===== config.mk =====
export PLATFORM = sky130hd
export DESIGN_NAME = booth_mul_sequencer_flat
export DESIGN_NICKNAME = d
export VERILOG_FILES = /design/src/rtl/booth_mul_sequencer_if.sv /design/src/rtl/booth_mul_sequencer.sv /design/src/flat_wrapper.sv
export SDC_FILE = /design/constraint.sdc
export NUM_CORES = 1
export LEC_CHECK = 0
export ABC_AREA = 1
export CAP_MARGIN = 20
export CORE_UTILIZATION = 53
export CTS_CLUSTER_DIAMETER = 100
export DETAILED_ROUTE_END_ITERATION = 12
export GPL_TIMING_DRIVEN = 1
export PLACE_DENSITY = 0.85
export SYNTH_ARGS = -nofsm -noshare
export SYNTH_HDL_FRONTEND = slang
export SYNTH_SLANG_ARGS = --single-unit

===== constraint.sdc =====
create_clock -name clk -period 5.09 [get_ports clk]
set_clock_uncertainty 0.1 [all_clocks]
set_input_delay 1.018 -clock clk [delete_from_list [all_inputs] [get_ports clk]]
set_output_delay 1.018 -clock clk [all_outputs]
set_load 0.05 [all_outputs]

===== src/rtl/booth_mul_sequencer_if.sv =====
// rtl/booth_mul_sequencer_if.sv - operand, controller and result signals of the Booth multiplier front-end
//
// Purpose: bundles the three handshakes of booth_mul_sequencer.
//   slave  : the sequencer's view.
//   master : the surrounding environment (producer, Booth controller, consumer).
// Signals:
//   in_valid/in_ready/in_mcand/in_mplier : operand pair stream into the FIFO
//   mul_start/mul_mcand/mul_mplier       : issue side towards the Booth controller/datapath
//   mul_done/mul_product                 : completion pulse and {A,Q} product
//   out_valid/out_ready/out_product      : registered result stream
interface booth_mul_sequencer_if #(
  parameter int WIDTH = 8
);
  logic               in_valid;
  logic               in_ready;
  logic [WIDTH-1:0]   in_mcand;
  logic [WIDTH-1:0]   in_mplier;
  logic               mul_start;
  logic [WIDTH-1:0]   mul_mcand;
  logic [WIDTH-1:0]   mul_mplier;
  logic               mul_done;
  logic [2*WIDTH-1:0] mul_product;
  logic               out_valid;
  logic               out_ready;
  logic [2*WIDTH-1:0] out_product;

  modport slave (
    input  in_valid, in_mcand, in_mplier, mul_done, mul_product, out_ready,
    output in_ready, mul_start, mul_mcand, mul_mplier, out_valid, out_product
  );

  modport master (
    output in_valid, in_mcand, in_mplier, mul_done, mul_product, out_ready,
    input  in_ready, mul_start, mul_mcand, mul_mplier, out_valid, out_product
  );
endinterface


===== src/rtl/booth_mul_sequencer.sv =====
// rtl/booth_mul_sequencer.sv - operand FIFO, issue FSM and result register in front of a Booth multiplier
//
// Purpose: buffers signed operand pairs, issues them one at a time to the Booth
//   controller (1-cycle mul_start, operands held until done), captures the product
//   on mul_done and presents it on a valid/ready result port. A missing done within
//   TIMEOUT cycles of the start cycle drops the op and sets a sticky err flag.
// Ports:
//   clk   : clock, rising edge
//   rst_n : asynchronous active-low reset
//   bus   : booth_mul_sequencer_if.slave (operand, issue and result handshakes)
//   busy  : FIFO non-empty, FSM not idle, or a result is pending
//   err   : sticky timeout flag, cleared only by reset
// Optional feature: BOOTH_SEQ_ZERO_BYPASS_EN - ops with a zero operand complete
//   directly from IDLE with a zero product and never reach the controller.
module booth_mul_sequencer #(
  parameter int WIDTH      = 8,
  parameter int FIFO_DEPTH = 2,
  parameter int TIMEOUT    = 40
) (
  input  logic                clk,
  input  logic                rst_n,
  booth_mul_sequencer_if.slave bus,
  output logic                busy,
  output logic                err
);
  localparam int PW = $clog2(FIFO_DEPTH);
  localparam int CW = $clog2(TIMEOUT + 1);

  typedef enum logic [1:0] {IDLE, ISSUE, WAIT} state_t;

  state_t               state_q, state_d;
  logic [PW:0]          wr_ptr_q, rd_ptr_q;
  logic [WIDTH-1:0]     mcand_mem [FIFO_DEPTH];
  logic [WIDTH-1:0]     mplier_mem [FIFO_DEPTH];
  logic [CW-1:0]        cnt_q, cnt_d;
  logic [WIDTH-1:0]     mcand_q, mcand_d;
  logic [WIDTH-1:0]     mplier_q, mplier_d;
  logic                 out_valid_q, out_valid_d;
  logic [2*WIDTH-1:0]   out_product_q, out_product_d;
  logic                 err_q, err_d;
  logic                 rdy_en_q;
  logic                 empty, full, push, pop, start;
  logic [WIDTH-1:0]     head_mcand, head_mplier;

  // Extra pointer bit distinguishes full from empty when the indices match.
  assign empty       = (wr_ptr_q == rd_ptr_q);
  assign full        = (wr_ptr_q[PW] != rd_ptr_q[PW]) && (wr_ptr_q[PW-1:0] == rd_ptr_q[PW-1:0]);
  assign push        = bus.in_valid && bus.in_ready;
  assign head_mcand  = mcand_mem[rd_ptr_q[PW-1:0]];
  assign head_mplier = mplier_mem[rd_ptr_q[PW-1:0]];

  always_comb begin
    state_d       = state_q;
    cnt_d         = cnt_q;
    mcand_d       = mcand_q;
    mplier_d      = mplier_q;
    out_valid_d   = out_valid_q && !bus.out_ready;
    out_product_d = out_product_q;
    err_d         = err_q;
    pop           = 1'b0;
    start         = 1'b0;
    case (state_q)
      IDLE: begin
        // Issue only with a free output register so the product always has a home at done.
        if (!empty && (!out_valid_q || bus.out_ready)) begin
          pop = 1'b1;
`ifdef BOOTH_SEQ_ZERO_BYPASS_EN
          if (head_mcand == '0 || head_mplier == '0) begin
            out_product_d = '0;
            out_valid_d   = 1'b1;
          end else begin
            mcand_d  = head_mcand;
            mplier_d = head_mplier;
            state_d  = ISSUE;
          end
`else
          mcand_d  = head_mcand;
          mplier_d = head_mplier;
          state_d  = ISSUE;
`endif
        end
      end
      ISSUE: begin
        start   = 1'b1;
        // Counter holds cycles elapsed since the start cycle.
        cnt_d   = CW'(1);
        state_d = WAIT;
      end
      WAIT: begin
        if (bus.mul_done) begin
          out_product_d = bus.mul_product;
          out_valid_d   = 1'b1;
          state_d       = IDLE;
        end else if (cnt_q == CW'(TIMEOUT - 1)) begin
          // err becomes visible exactly TIMEOUT cycles after the start cycle.
          err_d   = 1'b1;
          state_d = IDLE;
        end else begin
          cnt_d = cnt_q + CW'(1);
        end
      end
      default: state_d = IDLE;
    endcase
  end

  always_ff @(posedge clk or negedge rst_n) begin
    if (!rst_n) begin
      state_q       <= IDLE;
      wr_ptr_q      <= '0;
      rd_ptr_q      <= '0;
      cnt_q         <= '0;
      mcand_q       <= '0;
      mplier_q      <= '0;
      out_valid_q   <= 1'b0;
      out_product_q <= '0;
      err_q         <= 1'b0;
      rdy_en_q      <= 1'b0;
    end else begin
      state_q       <= state_d;
      cnt_q         <= cnt_d;
      mcand_q       <= mcand_d;
      mplier_q      <= mplier_d;
      out_valid_q   <= out_valid_d;
      out_product_q <= out_product_d;
      err_q         <= err_d;
      rdy_en_q      <= 1'b1;
      if (push) wr_ptr_q <= wr_ptr_q + 1'b1;
      if (pop)  rd_ptr_q <= rd_ptr_q + 1'b1;
    end
  end

  // Storage needs no reset; only the pointers define occupancy.
  always_ff @(posedge clk) begin
    if (push) begin
      mcand_mem[wr_ptr_q[PW-1:0]]  <= bus.in_mcand;
      mplier_mem[wr_ptr_q[PW-1:0]] <= bus.in_mplier;
    end
  end

  // in_ready stays low while reset is asserted and rises on the first edge after release.
  assign bus.in_ready    = rdy_en_q && !full;
  assign bus.mul_start   = start;
  assign bus.mul_mcand   = mcand_q;
  assign bus.mul_mplier  = mplier_q;
  assign bus.out_valid   = out_valid_q;
  assign bus.out_product = out_product_q;
  assign busy            = !empty || (state_q != IDLE) || out_valid_q;
  assign err             = err_q;
endmodule

===== src/flat_wrapper.sv =====
// flat-port wrapper written by rule: the top's interface ports become plain ports
module booth_mul_sequencer_flat 
#(
  parameter int WIDTH      = 8,
  parameter int FIFO_DEPTH = 2,
  parameter int TIMEOUT    = 40
)
  (clk, rst_n, busy, err, bus_in_valid, bus_in_mcand, bus_in_mplier, bus_mul_done, bus_mul_product, bus_out_ready, bus_in_ready, bus_mul_start, bus_mul_mcand, bus_mul_mplier, bus_out_valid, bus_out_product);
  booth_mul_sequencer_if #(.WIDTH(WIDTH)) bus_i ();
  input  logic clk;
  input  logic rst_n;
  output logic busy;
  output logic err;
  input wire logic [$bits(bus_i.in_valid)-1:0] bus_in_valid;
  input wire logic [$bits(bus_i.in_mcand)-1:0] bus_in_mcand;
  input wire logic [$bits(bus_i.in_mplier)-1:0] bus_in_mplier;
  input wire logic [$bits(bus_i.mul_done)-1:0] bus_mul_done;
  input wire logic [$bits(bus_i.mul_product)-1:0] bus_mul_product;
  input wire logic [$bits(bus_i.out_ready)-1:0] bus_out_ready;
  output wire logic [$bits(bus_i.in_ready)-1:0] bus_in_ready;
  output wire logic [$bits(bus_i.mul_start)-1:0] bus_mul_start;
  output wire logic [$bits(bus_i.mul_mcand)-1:0] bus_mul_mcand;
  output wire logic [$bits(bus_i.mul_mplier)-1:0] bus_mul_mplier;
  output wire logic [$bits(bus_i.out_valid)-1:0] bus_out_valid;
  output wire logic [$bits(bus_i.out_product)-1:0] bus_out_product;
  assign bus_i.in_valid = bus_in_valid;
  assign bus_i.in_mcand = bus_in_mcand;
  assign bus_i.in_mplier = bus_in_mplier;
  assign bus_i.mul_done = bus_mul_done;
  assign bus_i.mul_product = bus_mul_product;
  assign bus_i.out_ready = bus_out_ready;
  assign bus_in_ready = bus_i.in_ready;
  assign bus_mul_start = bus_i.mul_start;
  assign bus_mul_mcand = bus_i.mul_mcand;
  assign bus_mul_mplier = bus_i.mul_mplier;
  assign bus_out_valid = bus_i.out_valid;
  assign bus_out_product = bus_i.out_product;
  booth_mul_sequencer #(.WIDTH(WIDTH), .FIFO_DEPTH(FIFO_DEPTH), .TIMEOUT(TIMEOUT)) u_core (.clk(clk), .rst_n(rst_n), .bus(bus_i), .busy(busy), .err(err));
endmodule

==> summary.md, run 1 <==
| Metric | Value |
|---|---|
| First drt pass iteration count | 4 |
| Met3 usage | 0.05714 |
| Clock sinks | just under 80 |
| Synthesis Warnings | 0 |
| RSZ-0062 raised after global routing | false |
| Grt ovf | 0 |
| Dpl cell area | approximately 4000 sq um |
| Cells after Synth | around 270 |
| First-pass GRT wire length | 9.942 mm |
| Post-Route Setup TNS | 0 ns |
| Final instance area | around 4200 sq um |
| Register share of total power | 0.337 |
| Post-layout util | 0.7434 |
| Pin count of the biggest net entering global routing | 48 |
| DR iter-0 viols | roughly 160 |
| GP Congestion | between 0.8 and 0.9 |
| Final #Nets | between 300 and 400 |
| Logic gate share of total power | 0.494 |
| Seq/Total Area, Yosys | 0.6654 |
| Area Growth Syn to Fin | 31.36% |
| PostCTS Resize Cnt | 0 |
| Final hold viol count | 0 |
| Power Density | roughly 700 nW/um^2 |
| Most common cell after layout, fill and taps aside | nand2_1 |
| Critical Path AT | roughly 2 ns |
| CP Launch Type | flip-flop |
| Global routing usage on met2 | 0.3667 |
| Layout cell share with drive strength beyond 1 | 0.1368 |
| Hold Path End | u_core.err |
| Switching Share | 0.4414 |
| Final worst-path cycle share | 0.6139 |
| Max Fclk | 320.0 MHz |
| Initial antenna violation count | 0 |
| VDD IR max | 0.4295 mV |
| Final antenna-violating net count | 0 |
| Mapped Avg Cell Area | ~12 sq um |
| Vias per cell | around 5.2 |
| IO Port Bufs | 73 |
| Post-CTS setup buffers | 0 |
| P_int | about 1600 uW |
| Slew Viols, Final | 0 |
| WL per Instance | about 14 microns |
| FF-to-FF Start | u_core.rd_ptr_q[1] |
| Status | finished, final reports clean |
| Worst hold path depth | 1 |
| Hold Buf Count CTS | 0 |
| Die area | 6375 sq um |
| Crit. End Element | output port |
| Slew @ Worst Pin | roughly 0.66 ns |
| Vias | about 2200 |
| #FFs+latches synth | 79 |
| Most frequent cells in the layout | nand2_1 (73), clkdlybuf4s50_1 (72), dfrtp_1 (47) |
| Post-Synthesis Cell Area | ~3200 sq um |
| Clk_lat worst skew | between 0.3 and 0.4 ns |
| Grt met1 use | 0.2479 |
| CP required | between 3 and 4 ns |
| IO Pins | 74 |
| DRC | 0 |
| Overall Global Routing Usage | 0.2104 |
| CORE AREA | ~5700 sq um |
| DP Wirelength | ~4 mm |
| Antenna Cells | 0 |
| Reg2reg path depth | 4 |
| Slew headroom | 0.5570 |
| H-tree level count | 3 |
| Min Tclk post-route | around 3.1 ns |
| Hold/Removal Path Class | reg -> reg |
| Final setup viols | 0 |
| CTS root buf | clkbuf_8 |
| Initial Util | 0.5659 |
| Max FO, Critical Path | 4 |
| Clock share of power | 0.170 |
| Vias in the first global route | around 2200 |
| Hold WS | 0.3690 ns |
| HP Start | u_core.err |
| TritonCTS clock tree | yes |
| Reg-to-Reg End | u_core.mcand_mem[0][7] |
| Drt total wl | a little under 6 mm |
| Die width | around 80 microns |
| Post-synth cell types | 30 |
| CTS Buffer Depth | 2 |
| Num CTS Buffers | 9 |
| R2R Setup Slk | about 3.3 ns |
| Rows | 27 |
| Top Usage Layer GRT | met2 |
| Pleak | ~0.0018 uW |
| Die height | roughly 80 microns |
| CTS clk-pin slew, worst paths | 0.08 ns |
| Critical Setup Path Class | reg -> out |
| Mapped Nets | roughly 310 |
| Net Switching | between 1000 and 1500 uW |
| Max_cap viols | 0 |
[critical path, cell delays in order, from the launching register on]
cell	delay [ns]
dfrtp_1	0.44
xor2_1	0.19
a21boi_0	0.20
clkdlybuf4s50_1	0.84
[how the worst max path moves through the flow]
stage	from	end	slack (ns)	depth (start not counted)
after global routing	u_core.rd_ptr_q[1]	bus_in_ready	1.86	3
after CTS	u_core.rd_ptr_q[1]	bus_in_ready	1.94	3
final	u_core.rd_ptr_q[1]	bus_in_ready	1.97	3
after global placement	u_core.wr_ptr_q[0]	bus_in_ready	2.34	3
after floorplan	u_core.rd_ptr_q[0]	bus_in_ready	2.17	3
after detailed placement	bus_mul_done	u_core.cnt_q[3]	2.33	4
[routing by layer]
metal / vias up / part of all wire
met2: 84 / 0.51
met3: 6 / 0.070
met1: 1037 / 0.41
met4: 0 / 0.010
met5: - / 0
li1: 1056 / -
[flip-flops by register name (all words and copies together) (netlist names)]
signal                  flops
u_core.state_q              2
u_core.wr_ptr_q             2
u_core.rd_ptr_q             2
u_core.bus.out_product     16
u_core.err                  1
u_core.bus.mul_mcand        8
u_core.mcand_mem           16
u_core.mplier_mem          16
u_core.bus.mul_mplier       8
u_core.bus.out_valid        1
u_core.cnt_q                6
u_core.rdy_en_q             1
[power by group through the flow]
| stage | clock (uW) | sequential [uW] | combinational, uW |
|---|---|---|---|
| global placement | 0 | 993 | 1430 |
| global route | 542 | 1010 | 1570 |
| detailed placement | 0 | 1000 | 1460 |
| CTS | 509 | 992 | 1470 |
| floorplan | 0 | 1410 | 667 |
| finish | 500 | 992 | 1450 |
[Yosys cell counts]
cell | n | area share
nand2_1 | 73 | 0.085
dfrtp_1 | 47 | 0.37
edfxtp_1 | 32 | 0.30
nand3_1 | 21 | 0.033
o21ai_2 | 18 | 0.049
mux2i_1 | 16 | 0.050
inv_1 | 11 | 0.013
nor2_1 | 11 | 0.013
o21ai_0 | 6 | 0.0093
nand2_2 | 4 | 0.0078
buf_2 | 3 | 0.0047
buf_6 | 3 | 0.011
xnor2_1 | 3 | 0.0082
clkbuf_1 | 2 | 0.0023
nand4_1 | 2 | 0.0039
xor2_1 | 2 | 0.0055
a21boi_0 | 1 | 0.0023
a21oi_1 | 1 | 0.0016
a21oi_4 | 1 | 0.0051
a31o_2 | 1 | 0.0027
buf_8 | 1 | 0.0047
conb_1 | 1 | 0.0012
ha_1 | 1 | 0.0039
inv_2 | 1 | 0.0012
nand2_4 | 1 | 0.0035
nand3b_1 | 1 | 0.0023
nor2_2 | 1 | 0.0019
o21bai_1 | 1 | 0.0023
or2_2 | 1 | 0.0019
xnor2_2 | 1 | 0.0051
[cell families after synthesis]
logic type,Yosys count,share of synthesized area
other,1,0.001168
adders and majority gates,1,0.003895
muxes,16,0.04986
and+or+nand+nor,115,0.1523
xor gates and xnor gates,6,0.01870
AOI/OAI and AO/OA,29,0.07246
buffers and inverters,21,0.03623
DFF,79,0.6654
[final cells by class]
type,instances,area [sq um]
multi-input cells,168,958.4
inverters,12,45.04
fillers,392,1456
clock inverters,6,82.58
well taps,72,90.09
clock buffers,10,137.6
flip-flops and latches,79,2137
repair buffers,76,768.2
[per-stage QoR]
step | cells | power (uW) | setup slack, ns
final | 423 | 2945 | 1.965
after detailed placement | 406 | 2461 | 2.333
after global placement | 406 | 2423 | 2.344
after CTS | 422 | 2970 | 1.945
after floorplan | 268 | 2079 | 2.169
after global routing | 423 | 3125 | 1.856
(Power assumes the default switching activity.)
==> inputs of run 2 (changes only) <==
- CORE_UTILIZATION: 53 -> 45
- PLACE_DENSITY: 0.85 -> 0.77
- clock period: 5.09 -> 2.78 ns (I/O delays scaled with it)
==> summary.md, run 2 (synthesis results as in run 1) <==
| Metric | Value |
|---|---|
| Status | finished, final reports clean |
| Pin count of the biggest net entering global routing | 37 |
| Initial Util | 0.4701 |
| Clock sinks | 79 |
| CP Launch Type | flip-flop |
| R2R Setup Slk | approximately 0.96 ns |
| Final setup viols | 0 |
| Critical Setup Path Class | reg -> out |
| Post-CTS setup buffers | 0 |
| CP required | 2.12 ns |
| Overall Global Routing Usage | 0.1698 |
| Max Fclk | approximately 400 MHz |
| Grt ovf | 0 |
| Final worst-path cycle share | 0.9001 |
| WL per Instance | around 13 microns |
| IO Port Bufs | 73 |
| CTS Buffer Depth | 2 |
| DR iter-0 viols | 110 |
| First-pass GRT wire length | 9.473 mm |
| Max_cap viols | 0 |
| TritonCTS clock tree | yes |
| Die height | 86.49 microns |
| IO Pins | 74 |
| FILL cells | between 500 and 600 |
| H-tree level count | 3 |
| Slew Viols, Final | 0 |
| Num CTS Buffers | 9 |
| Layout cell share with drive strength beyond 1 | 0.1477 |
| Post-Route Setup TNS | 0 ns |
| Hold WS | between 0.1 and 0.15 ns |
| Critical Path AT | about 1.9 ns |
| Crit. End Element | output port |
| Antenna Cells | 0 |
| Vias | approximately 2200 |
| Final hold viol count | 0 |
| Die area | roughly 7500 sq um |
| Slew headroom | 0.5591 |
| Final antenna-violating net count | 0 |
| DRC | 0 |
| Post-layout util | 0.6183 |
| RSZ-0062 raised after global routing | false |
| Hold/Removal Path Class | in -> async |
| Dpl cell area | 4036 sq um |
| First drt pass iteration count | 4 |
| VDD IR max | 0.5985 mV |
| Power Density | 1252 nW/um^2 |
| Max FO, Critical Path | 4 |
| Initial antenna violation count | 0 |
| CTS clk-pin slew, worst paths | 0.08 ns |
| Reg-to-Reg End | u_core.mcand_mem[0][2] |
| Vias in the first global route | ~2100 |
| Slew @ Worst Pin | 0.6613 ns |
| DP Wirelength | 4.051 mm |
| Min Tclk post-route | roughly 2.5 ns |
| GP Congestion | 0.7644 |
| Drt total wl | about 5.9 mm |
| Hold Buf Count CTS | 0 |
| Vias per cell | 4.830 |
| Reg2reg path depth | 4 |
| Die width | approximately 86 microns |
| Pleak | roughly 0.0018 uW |
| Rows | 30 |
| Final #Nets | 385 |
| CTS root buf | clkbuf_8 |
| Most common cell after layout, fill and taps aside | nand2_1 |
| Clk_lat worst skew | 0.34 ns |
| FF-to-FF Start | u_core.rd_ptr_q[1] |
| PostCTS Resize Cnt | 0 |
| Most frequent cells in the layout | nand2_1 (73), clkdlybuf4s50_1 (70), dfrtp_1 (47) |
| CORE AREA | 6832 sq um |
| Final instance area | roughly 4200 sq um |
| Area Growth Syn to Fin | 31.52% |
[run 2: changes by cell type in the layout (fill, tap and decap cells not counted), sizes merged]
cell	delta
buf	+3
bufinv	-2
clkbuf	-1
clkdlybuf4s50	-2
clkinv	-2
clkinvlp	+2
inv	+3
[run 2: critical path: stages, from the launching register on]
cell,delay (ns)
dfrtp_1,0.42
nor2_1,0.23
clkdlybuf4s50_1,0.85
[run 2: final cells by class]
class / count / area (sq um) / share of cell area
clock inverter: 7 / 63.81 / 0.01511
multi-input combinational: 168 / 958.4 / 0.2269
clock buffer: 9 / 123.9 / 0.02932
inverter: 12 / 45.04 / 0.01066
tap: 96 / 120.1 / 0.02844
timing repair buffer: 77 / 775.7 / 0.1836
sequential: 79 / 2137 / 0.5059
[run 2: per-stage QoR]
stage          instances  worst slack, ns  power [uW]
6_report             448           0.2776        5289
5_1_grt              448           0.2074        5593
4_1_cts              448           0.2572        5360
3_5_place_dp         432           0.5871        4554
3_3_place_gp         432           0.6174        4482
2_1_floorplan        268           0.3208        3807
[run 2: how the worst max path moves through the flow]
stage | from | endpoint | slack (ns) | cells after the start
4_1_cts | u_core.state_q[1] | bus_mul_start | 0.26 | 2
3_3_place_gp | bus_in_valid | u_core.mcand_mem[0][5] | 0.62 | 3
6_report | u_core.state_q[1] | bus_mul_start | 0.28 | 2
3_5_place_dp | bus_in_valid | u_core.mcand_mem[0][5] | 0.59 | 3
2_1_floorplan | u_core.rd_ptr_q[0] | bus_in_ready | 0.32 | 3
5_1_grt | u_core.state_q[1] | bus_mul_start | 0.21 | 2
[run 2: report_power, final]
group	total (uW)	switching [uW]	leakage, uW	internal (uW)
clock	789	445	0.0000903	344
sequential	1820	219	0.000882	1600
combinational	2680	1770	0.000849	918
[run 2: routing by layer]
layer  global-route usage  vias to the layer above  wire (microns)
met5                    0                        -               0
met4              0.03636                        0              20
met2               0.2843                       66            2907
met3              0.08476                        2             406
li1                     -                     1055               -
met1               0.1971                     1041            2527
